[config.mk]
export PLATFORM = sky130hd
export DESIGN_NAME = note_scan_disp
export DESIGN_NICKNAME = d
export VERILOG_FILES = /design/src/rtl/note_scan_disp.sv
export SDC_FILE = /design/constraint.sdc
export NUM_CORES = 1
export LEC_CHECK = 0
export BUFFER_PORTS_ARGS = -buffer_cell sky130_fd_sc_hd__buf_2
export CORE_MARGIN = 2
export CORE_UTILIZATION = 57
export DETAILED_ROUTE_END_ITERATION = 6
export PLACE_DENSITY = 0.79
export SETUP_SLACK_MARGIN = 0.5
export SLEW_MARGIN = 20
export SYNTH_ARGS = -nofsm -noshare
export SYNTH_HDL_FRONTEND = slang
export SYNTH_SLANG_ARGS = --single-unit
export TNS_END_PERCENT = 10
[constraint.sdc]
create_clock -name clk_1mhz -period 2.9 [get_ports clk_1mhz]
set_clock_uncertainty 0.05 [all_clocks]
set_input_delay 0.58 -clock clk_1mhz [delete_from_list [all_inputs] [get_ports clk_1mhz]]
set_output_delay 0.58 -clock clk_1mhz [all_outputs]
set_load 0.1 [all_outputs]
[src/rtl/note_scan_disp.sv]
// Note display driver: encodes per-octave note codes to 7-segment patterns and
// drives a multiplexed digit display in priority (highest octave) or scan mode.
module note_scan_disp #(
    parameter int unsigned NUM_OCT     = 3,
    parameter int unsigned NUM_DIG     = 6,
    parameter int unsigned SCAN_DIV    = 1000,
    parameter int unsigned DIG_ACT_LOW = 1,
    parameter int unsigned SEG_ACT_LOW = 0,
    localparam int unsigned OW = (NUM_OCT > 1) ? $clog2(NUM_OCT) : 1
) (
    input  logic                   clk_1mhz,
    input  logic                   rst,
    input  logic [4*NUM_OCT-1:0]   note_in,
    input  logic                   mode,
    input  logic                   blank,
    output logic [NUM_DIG-1:0]     dig,
    output logic [7:0]             seg,
    output logic                   note_valid,
    output logic [OW-1:0]          cur_oct
);

    localparam int unsigned SW = (NUM_DIG > 1) ? $clog2(NUM_DIG) : 1;
    localparam int unsigned PW = (SCAN_DIV > 1) ? $clog2(SCAN_DIV) : 1;
    localparam logic [NUM_DIG-1:0] DIG_OFF = (DIG_ACT_LOW != 0) ? {NUM_DIG{1'b1}} : {NUM_DIG{1'b0}};
    localparam logic [7:0]         SEG_OFF = (SEG_ACT_LOW != 0) ? 8'hFF : 8'h00;

    // Active-high pattern; anything that is not a note 1..7 shows the rest dash
    function automatic logic [7:0] seg_pat(input logic [3:0] code);
        case (code)
            4'd1:    seg_pat = 8'h60;
            4'd2:    seg_pat = 8'hDA;
            4'd3:    seg_pat = 8'hF2;
            4'd4:    seg_pat = 8'h66;
            4'd5:    seg_pat = 8'hB6;
            4'd6:    seg_pat = 8'hBE;
            4'd7:    seg_pat = 8'hE0;
            default: seg_pat = 8'h02;
        endcase
    endfunction

    function automatic logic [NUM_DIG-1:0] dig_on(input logic [SW-1:0] idx);
        dig_on = (NUM_DIG'(1) << idx) ^ DIG_OFF;
    endfunction

    logic [4*NUM_OCT-1:0] note_q;
    logic                 mode_q;
    logic                 hold_vld, hold_vld_n;
    logic [OW-1:0]        hold_ch, hold_ch_n;
    logic [3:0]           hold_code, hold_code_n;
    logic [PW-1:0]        presc, presc_n;
    logic [SW-1:0]        slot, slot_n;
    logic                 deghost, deghost_n;
    logic [NUM_DIG-1:0]   dig_n;
    logic [7:0]           seg_n;
    logic                 note_valid_n;
    logic [OW-1:0]        cur_oct_n;

    logic                 win;
    logic [OW-1:0]        win_ch;
    logic [3:0]           win_code;
    logic                 scan_in_range;
    logic [3:0]           scan_code;

    // Highest valid channel wins; the digit under the scan slot picks its channel
    always_comb begin
        win           = 1'b0;
        win_ch        = '0;
        win_code      = '0;
        scan_in_range = 1'b0;
        scan_code     = '0;
        for (int k = 0; k < int'(NUM_OCT); k++) begin
            if (note_q[4*k +: 4] != 4'd0 && !note_q[4*k+3]) begin
                win      = 1'b1;
                win_ch   = OW'(k);
                win_code = note_q[4*k +: 4];
            end
            if (SW'(k) == slot) begin
                scan_in_range = 1'b1;
                scan_code     = note_q[4*k +: 4];
            end
        end
    end

    always_comb begin
        hold_vld_n   = hold_vld;
        hold_ch_n    = hold_ch;
        hold_code_n  = hold_code;
        presc_n      = presc;
        slot_n       = slot;
        deghost_n    = 1'b0;
        dig_n        = dig;
        seg_n        = seg;
        note_valid_n = note_valid;
        cur_oct_n    = cur_oct;

        // Scan timebase restarts on a mode change; otherwise free-runs
        if (mode != mode_q) begin
            presc_n = '0;
            slot_n  = '0;
        end else if (presc == PW'(SCAN_DIV - 1)) begin
            presc_n   = '0;
            slot_n    = (slot == SW'(NUM_DIG - 1)) ? '0 : slot + SW'(1);
            deghost_n = 1'b1;
        end else begin
            presc_n = presc + PW'(1);
        end

        if (mode != mode_q || blank) begin
            dig_n        = DIG_OFF;
            seg_n        = SEG_OFF;
            note_valid_n = 1'b0;
        end else if (!mode_q) begin
            if (win) begin
                hold_vld_n   = 1'b1;
                hold_ch_n    = win_ch;
                hold_code_n  = win_code;
                dig_n        = dig_on(SW'(win_ch));
                seg_n        = seg_pat(win_code) ^ SEG_OFF;
                note_valid_n = 1'b1;
                cur_oct_n    = win_ch;
            end else if (hold_vld) begin
                // Stale note: dp marks it as no longer live
                dig_n        = dig_on(SW'(hold_ch));
                seg_n        = (seg_pat(hold_code) | 8'h01) ^ SEG_OFF;
                note_valid_n = 1'b0;
                cur_oct_n    = hold_ch;
            end else begin
                dig_n        = DIG_OFF;
                seg_n        = SEG_OFF;
                note_valid_n = 1'b0;
            end
        end else begin
            note_valid_n = 1'b0;
            cur_oct_n    = '0;
            if (deghost) begin
                dig_n = DIG_OFF;
            end else begin
                dig_n = dig_on(slot);
                seg_n = scan_in_range ? (seg_pat(scan_code) ^ SEG_OFF) : SEG_OFF;
            end
        end
    end

    always_ff @(posedge clk_1mhz) begin
        if (rst) begin
            note_q     <= '0;
            mode_q     <= 1'b0;
            hold_vld   <= 1'b0;
            hold_ch    <= '0;
            hold_code  <= '0;
            presc      <= '0;
            slot       <= '0;
            deghost    <= 1'b0;
            dig        <= DIG_OFF;
            seg        <= SEG_OFF;
            note_valid <= 1'b0;
            cur_oct    <= '0;
        end else begin
            note_q     <= note_in;
            mode_q     <= mode;
            hold_vld   <= hold_vld_n;
            hold_ch    <= hold_ch_n;
            hold_code  <= hold_code_n;
            presc      <= presc_n;
            slot       <= slot_n;
            deghost    <= deghost_n;
            dig        <= dig_n;
            seg        <= seg_n;
            note_valid <= note_valid_n;
            cur_oct    <= cur_oct_n;
        end
    end

endmodule

==> flow_summary.toml, run 1 <==
[power]
p_leak_nw = 1.10
power.density_nw_per_um2 = 501
peakVddDrop_v = 0.000382

[clock_network]
cts_tree = "built"
cts_buffer_depth = 2
post_cts_resized = 0
clock_tree.htree_level_count = 2
cts_root_buffer = "clkbuf_8"
clock_sinks = 51
ctsHoldBuffers = 0
clock_latency_ns = 0.30
cts_setup_buffers = 0
numCtsBuffers = 5
clk_pin_slew_worst_paths_ns = 0.09

[worst_hold_path]
hp-class = "register to register"

[route]
drtPass1Iterations = 4
postRouteAntennaNets = 0
routed_wl_mm = 5.16
routedWlPerCell_um = 14.2
viasPerCell = 5.84
drc = 0
vias = 2126
drtIter0Drc = 197

[setup_path]
worstSetupPathType = "register to register"
worstPathBufferInverterCount = 0
startpoint_type = "register"
crit_chain = "mux2_2, a21oi_1, nor3_1, or4_1, a221oi_1, o2bb2ai_1"
slowest_stage = "dfxtp_2"
max_stage_delay_ns = 0.46
path_max_fanout = 12
worstPathRequired_ns = 3.04
critPathArrivalTime_ns = 2.34
crit_path_end_kind = "register"
cp_top_family = "compound AO/OA/AOI/OAI gates"

[timing]
period_share = 0.759
setup_viol_count_final = 0
slew_headroom = 0.452
fin_crit_ns = 2.20
final-hold-violation-count = 0
fin_ws_ns = 0.699
holdWs_ns = 0.390
rsz0062_at_grt = "false"
worst_slew_pin_slew_ns = 0.815
clock.fmax_mhz = 454
tns_ns = 0
slew_viol_final = 0

[cells_and_area]
fin_area_sq_um = 2730
sequential_cell_area_sq_um = 1020
area_growth_pct = 12.0
multi_input_area_sq_um = 1310
utilization = 0.672
final_nets = 332
drive_gt1_frac = 0.169
n_fill_cell = 342
n_antenna_cell = 0

[global_routing]
grt_use_total = 0.225
grt_overflow = 0
grt_pass1_vias = 1909
antenna_found_initial = 0
grt_pass1_wl_mm = 8.83
grt_max_degree = 25

[die]
die_w_um = 69.3
core_area_sq_um = 4060
dieArea_sq_um = 4810
num_io_pins = 33
dieHeight_um = 69.3
start_util = 0.600
fp-row-count = 23

[synth]
yosysWarnings = 0
yosysTopAreaCell = "dfxtp_1"
yosysMostFrequentCell = "dfxtp_1"
synth_edf_count = 0
synth_fp_nets = 300
yosys-top-cells-area = "dfxtp_1 42%, nor2_1 5.9%, nor2b_1 4.1%, mux2i_1 3.3%, nand2_1 2.8%"
syn_area_sq_um = 2430
synth-main-ff-cell = "dfxtp_1"
syn_area_per_cell_sq_um = 8.63
synth_seq_cells = 51
syn_inst = 282
yosys-top-cells-count = "51 x dfxtp_1, 38 x nor2_1, 18 x nand2_1"
synthArstFlopShare = 0
ys_seq_area_frac = 0.420
synth_top_area_frac = 0.420
synth_cell_type_count = 53

[place]
io_buffers = 32
dp_slack_ns = 0.596
dpl_cell_area_sq_um = 2640
dp_hpwl_mm = 3.81
gp_congestion = 0.882

[status]
status = "finished, final reports clean"

[run]
cap_viol_max_count = 0
metal layers:
metal | GRT usage | part of all wire | vias up
met5 | 0 | 0 | -
li1 | - | - | 1064
met2 | 0.351 | 0.45 | 75
met4 | 0.0545 | 0.0085 | 0
met3 | 0.0552 | 0.072 | 6
met1 | 0.312 | 0.47 | 981
cells in the final DEF (no fill, tap or decap), types with 3 or more instances in the layout:
| cell | n |
|---|---|
| nor2_1 | 38 |
| a22oi_1 | 3 |
| nand3_1 | 7 |
| o21ai_0 | 9 |
| mux2i_1 | 8 |
| nor3_1 | 6 |
| o22ai_1 | 3 |
| inv_1 | 11 |
| a211oi_1 | 3 |
| nand2_1 | 18 |
| xnor2_1 | 6 |
| buf_4 | 5 |
| and2_1 | 4 |
| a32oi_1 | 7 |
| nor2b_1 | 16 |
| or3_1 | 6 |
| buf_2 | 32 |
| a31oi_1 | 7 |
| nand2b_1 | 6 |
| nand4_1 | 3 |
| xor2_1 | 7 |
| a21oi_1 | 10 |
| clkbuf_8 | 6 |
| dfxtp_1 | 50 |
| o2bb2ai_1 | 3 |
kinds of logic (layout without fill, tap and decap cells):
kind of cell             count (synthesis)  in the layout  share of synthesized area
XOR/XNOR                                13             13                     0.0468
multiplexers                            11             11                     0.0483
adder cells (fa/ha/maj)                  2              2                     0.0103
buffers and inverters                   24             56                     0.0422
AND/OR/NAND/NOR                        123            123                      0.271
flip-flops                              51             51                      0.420
AO/OA/AOI/OAI                           58             58                      0.162
final cells by class:
cell class,instances,area share
Sequential cell,51,0.375
Clock inverter,1,0.00184
Multi-Input combinational cell,207,0.481
Tap cell,50,0.0230
Clock buffer,6,0.0303
Timing Repair Buffer,37,0.0725
Inverter,12,0.0165
power breakdown:
group / internal, mW / switching (mW) / total, mW
sequential: 0.722 / 0.0239 / 0.746
combinational: 0.0731 / 0.142 / 0.215
clock: 0.187 / 0.216 / 0.403
per-stage QoR:
| step | instances | power [mW] |
|---|---|---|
| after CTS | 364 | 1.37 |
| after global placement | 357 | 0.970 |
| final | 364 | 1.36 |
| after floorplan | 282 | 0.919 |
| after detailed placement | 357 | 0.974 |
| after global routing | 364 | 1.43 |
flip-flops by register name (all words and copies together), names as in the netlist:
register	count
deghost	1
seg	8
note_q	12
hold_code	4
slot	3
dig	6
cur_oct	2
note_valid	1
presc	10
hold_vld	1
hold_ch	2
mode_q	1
final timing paths:
path / from / endpoint / slack, ns / depth (start not counted)
worst min-delay path: presc[0]$_SDFF_PP0_ / presc[0]$_SDFF_PP0_ / 0.39 / 1
worst min register to register: presc[0]$_SDFF_PP0_ / presc[0]$_SDFF_PP0_ / 0.39 / 1
worst max-delay path: slot[1]$_SDFFE_PP0P_ / seg[1]$_SDFFE_PP0P_ / 0.70 / 6
worst max register to register: slot[1]$_SDFFE_PP0P_ / seg[1]$_SDFFE_PP0P_ / 0.70 / 6
worst reg2reg max path: stages, from the launching register on:
cell       delay, ns
dfxtp_2         0.46
mux2_2          0.36
a21oi_1         0.30
nor3_1          0.11
or4_1           0.41
a221oi_1        0.29
o2bb2ai_1       0.10
(Power assumes the default switching activity.)
==> run 2, diff against run 1 <==
--- a/config.mk
+++ b/config.mk
@@ -7,9 +7,9 @@
 export LEC_CHECK = 0
 export BUFFER_PORTS_ARGS = -buffer_cell sky130_fd_sc_hd__buf_2
 export CORE_MARGIN = 2
-export CORE_UTILIZATION = 57
+export CORE_UTILIZATION = 51
 export DETAILED_ROUTE_END_ITERATION = 6
-export PLACE_DENSITY = 0.79
+export PLACE_DENSITY = 0.75
 export SETUP_SLACK_MARGIN = 0.5
 export SLEW_MARGIN = 20
 export SYNTH_ARGS = -nofsm -noshare
==> constraint.sdc (replaced) <==
create_clock -name clk_1mhz -period 2 [get_ports clk_1mhz]
set_clock_uncertainty 0.05 [all_clocks]
set_input_delay 0.4 -clock clk_1mhz [delete_from_list [all_inputs] [get_ports clk_1mhz]]
set_output_delay 0.4 -clock clk_1mhz [all_outputs]
set_load 0.1 [all_outputs]
==> run 2 against run 1 <==
Clock-buffer cell count did not move. Cell count grew 6.9%. Register-to-register slack got worse by 0.65 ns. Non-clock buffer count up 22. Combinational power is 84% higher. Cell area rose by 15%. Total power grew 47%. Critical path depth grew 2. Fmax is 13% higher. Largest power group unchanged. Utilization increased by 0.22 points. Setup slack worse by 0.65 ns.
==> flow_summary.toml, run 2 (same netlist as run 1, synthesis figures left out) <==
[global_routing]
antenna_found_initial = 0
grt_overflow = 0
grt_pass1_wl_mm = 8.83
grt_use_total = 0.212
grt_pass1_vias = 1973
grt_max_degree = 18

[worst_hold_path]
hp-class = "input pin to register"
hold_end = "note_q[2]$_SDFF_PP0_"
hold_start = "note_in[2]"
hold_depth = 2

[setup_path]
startpoint_type = "register"
worstPathRequired_ns = 2.13
reg2reg_depth = 8
path_max_fanout = 5
crit_path_end_kind = "register"
worstSetupPathType = "register to register"
r2r_slack_ns = 0.05
r2r_end = "seg[6]$_SDFFE_PP0P_"
critPathArrivalTime_ns = 2.08
r2r_start = "note_q[9]$_SDFF_PP0_"

[die]
fp-row-count = 25
start_util = 0.522
num_io_pins = 33
die_w_um = 73.1
dieArea_sq_um = 5340
core_area_sq_um = 4660
dieHeight_um = 73.1

[route]
viasPerCell = 5.66
routedWlPerCell_um = 14.4
routed_wl_mm = 5.62
drc = 0
vias = 2201
drtPass1Iterations = 7
postRouteAntennaNets = 0
drtIter0Drc = 230

[cells_and_area]
multi_input_area_sq_um = 1500
fin_area_sq_um = 3140
largest_register = "note_q"
n_fill_cell = 341
sequential_cell_area_sq_um = 1040
area_growth_pct = 29.0
utilization = 0.674
largest_reg_flops = 12
final_nets = 354
layout_common_cells = "41 x dfxtp_1, 38 x nor2_1, 26 x buf_4"
n_antenna_cell = 0
drive_gt1_frac = 0.343
final_common_cell = "dfxtp_1"
reg.largest.list = "note_q x12, presc x10, seg x8"

[place]
io_buffers = 32
gp_congestion = 0.914
dp_hpwl_mm = 3.99
dpl_cell_area_sq_um = 2790

[clock_network]
clock_tree.htree_level_count = 2
cts_buffer_depth = 2
clock_sinks = 51
clk_pin_slew_worst_paths_ns = 0.08
numCtsBuffers = 5
cts_root_buffer = "clkbuf_8"
clock_latency_ns = 0.30
cts_tree = "built"

[timing]
fin_crit_ns = 1.95
rsz0062_at_grt = "true"
tns_ns = 0
holdWs_ns = 0.257
clock.fmax_mhz = 514
worst_slew_pin_slew_ns = 0.547
period_share = 0.973
slew_viol_final = 0
setup_viol_count_final = 0
slew_headroom = 0.632
final-hold-violation-count = 0

[power]
peakVddDrop_v = 0.000456
power.density_nw_per_um2 = 640
total_power_mw = 2.01
p_leak_nw = 1.25

[status]
status = "finished, final reports clean"

[run]
cap_viol_max_count = 0
run 2: worst max-delay path: stages (launching register included):
cell      delay (ns)
dfxtp_2         0.33
buf_4           0.15
nor3_2          0.24
o22ai_2         0.14
o311ai_2        0.31
buf_4           0.20
xor2_1          0.08
o211ai_1        0.23
o31ai_2         0.10
run 2: power by group:
| part | switching [mW] | leakage, nW | total, mW | internal (mW) |
|---|---|---|---|---|
| clock network | 0.299 | 0.0371 | 0.533 | 0.234 |
| registers | 0.0340 | 0.421 | 1.08 | 1.05 |
| logic | 0.236 | 0.791 | 0.396 | 0.160 |
run 2: final cells by class:
| cell class | instances | area share |
|---|---|---|
| multi-input cells | 207 | 0.478 |
| well taps | 54 | 0.0215 |
| flip-flops and latches | 51 | 0.331 |
| inverters | 12 | 0.0155 |
| clock buffers | 6 | 0.0231 |
| repair buffers | 59 | 0.131 |
run 2: layer usage:
metal | part of all wire | vias up | wire length [um] | global-route usage
li1 | - | 1102 | - | -
met1 | 0.43 | 999 | 2410 | 0.278
met2 | 0.48 | 82 | 2680 | 0.340
met3 | 0.060 | 18 | 335 | 0.0456
met4 | 0.034 | 0 | 189 | 0.0844
met5 | 0 | - | 0 | 0
run 2: how the worst max path moves through the flow:
stage / start / endpoint / slack, ns / cells past startpoint
2_1_floorplan: note_q[9]$_SDFF_PP0_ / seg[3]$_SDFFE_PP0P_ / 0.09 / 5
3_3_place_gp: slot[0]$_SDFFE_PP0P_ / seg[1]$_SDFFE_PP0P_ / 0.04 / 6
3_5_place_dp: slot[1]$_SDFFE_PP0P_ / seg[1]$_SDFFE_PP0P_ / 0.0008 / 6
4_1_cts: slot[1]$_SDFFE_PP0P_ / seg[1]$_SDFFE_PP0P_ / 0.07 / 6
5_1_grt: note_q[9]$_SDFF_PP0_ / seg[6]$_SDFFE_PP0P_ / -0.02 / 8
6_report: note_q[9]$_SDFF_PP0_ / seg[6]$_SDFFE_PP0P_ / 0.05 / 8
run 2: repair_timing:
action | in CTS | in global routing
cloned | 1 | 0
gates resized for setup | 11 | 60
setup endpoints to repair | 44 | 51
buffers inserted | 2 | 2
pin swaps | 0 | 30
endpoints found under the hold margin | 0 | 0
hold buffers | 0 | 0
run 2: metrics by stage:
step	std cells	setup slack, ns
final	389	0.0539
after global routing	389	-0.0171
after CTS	387	0.0714
after detailed placement	378	0.000799
after global placement	378	0.0416
after floorplan	282	0.0869
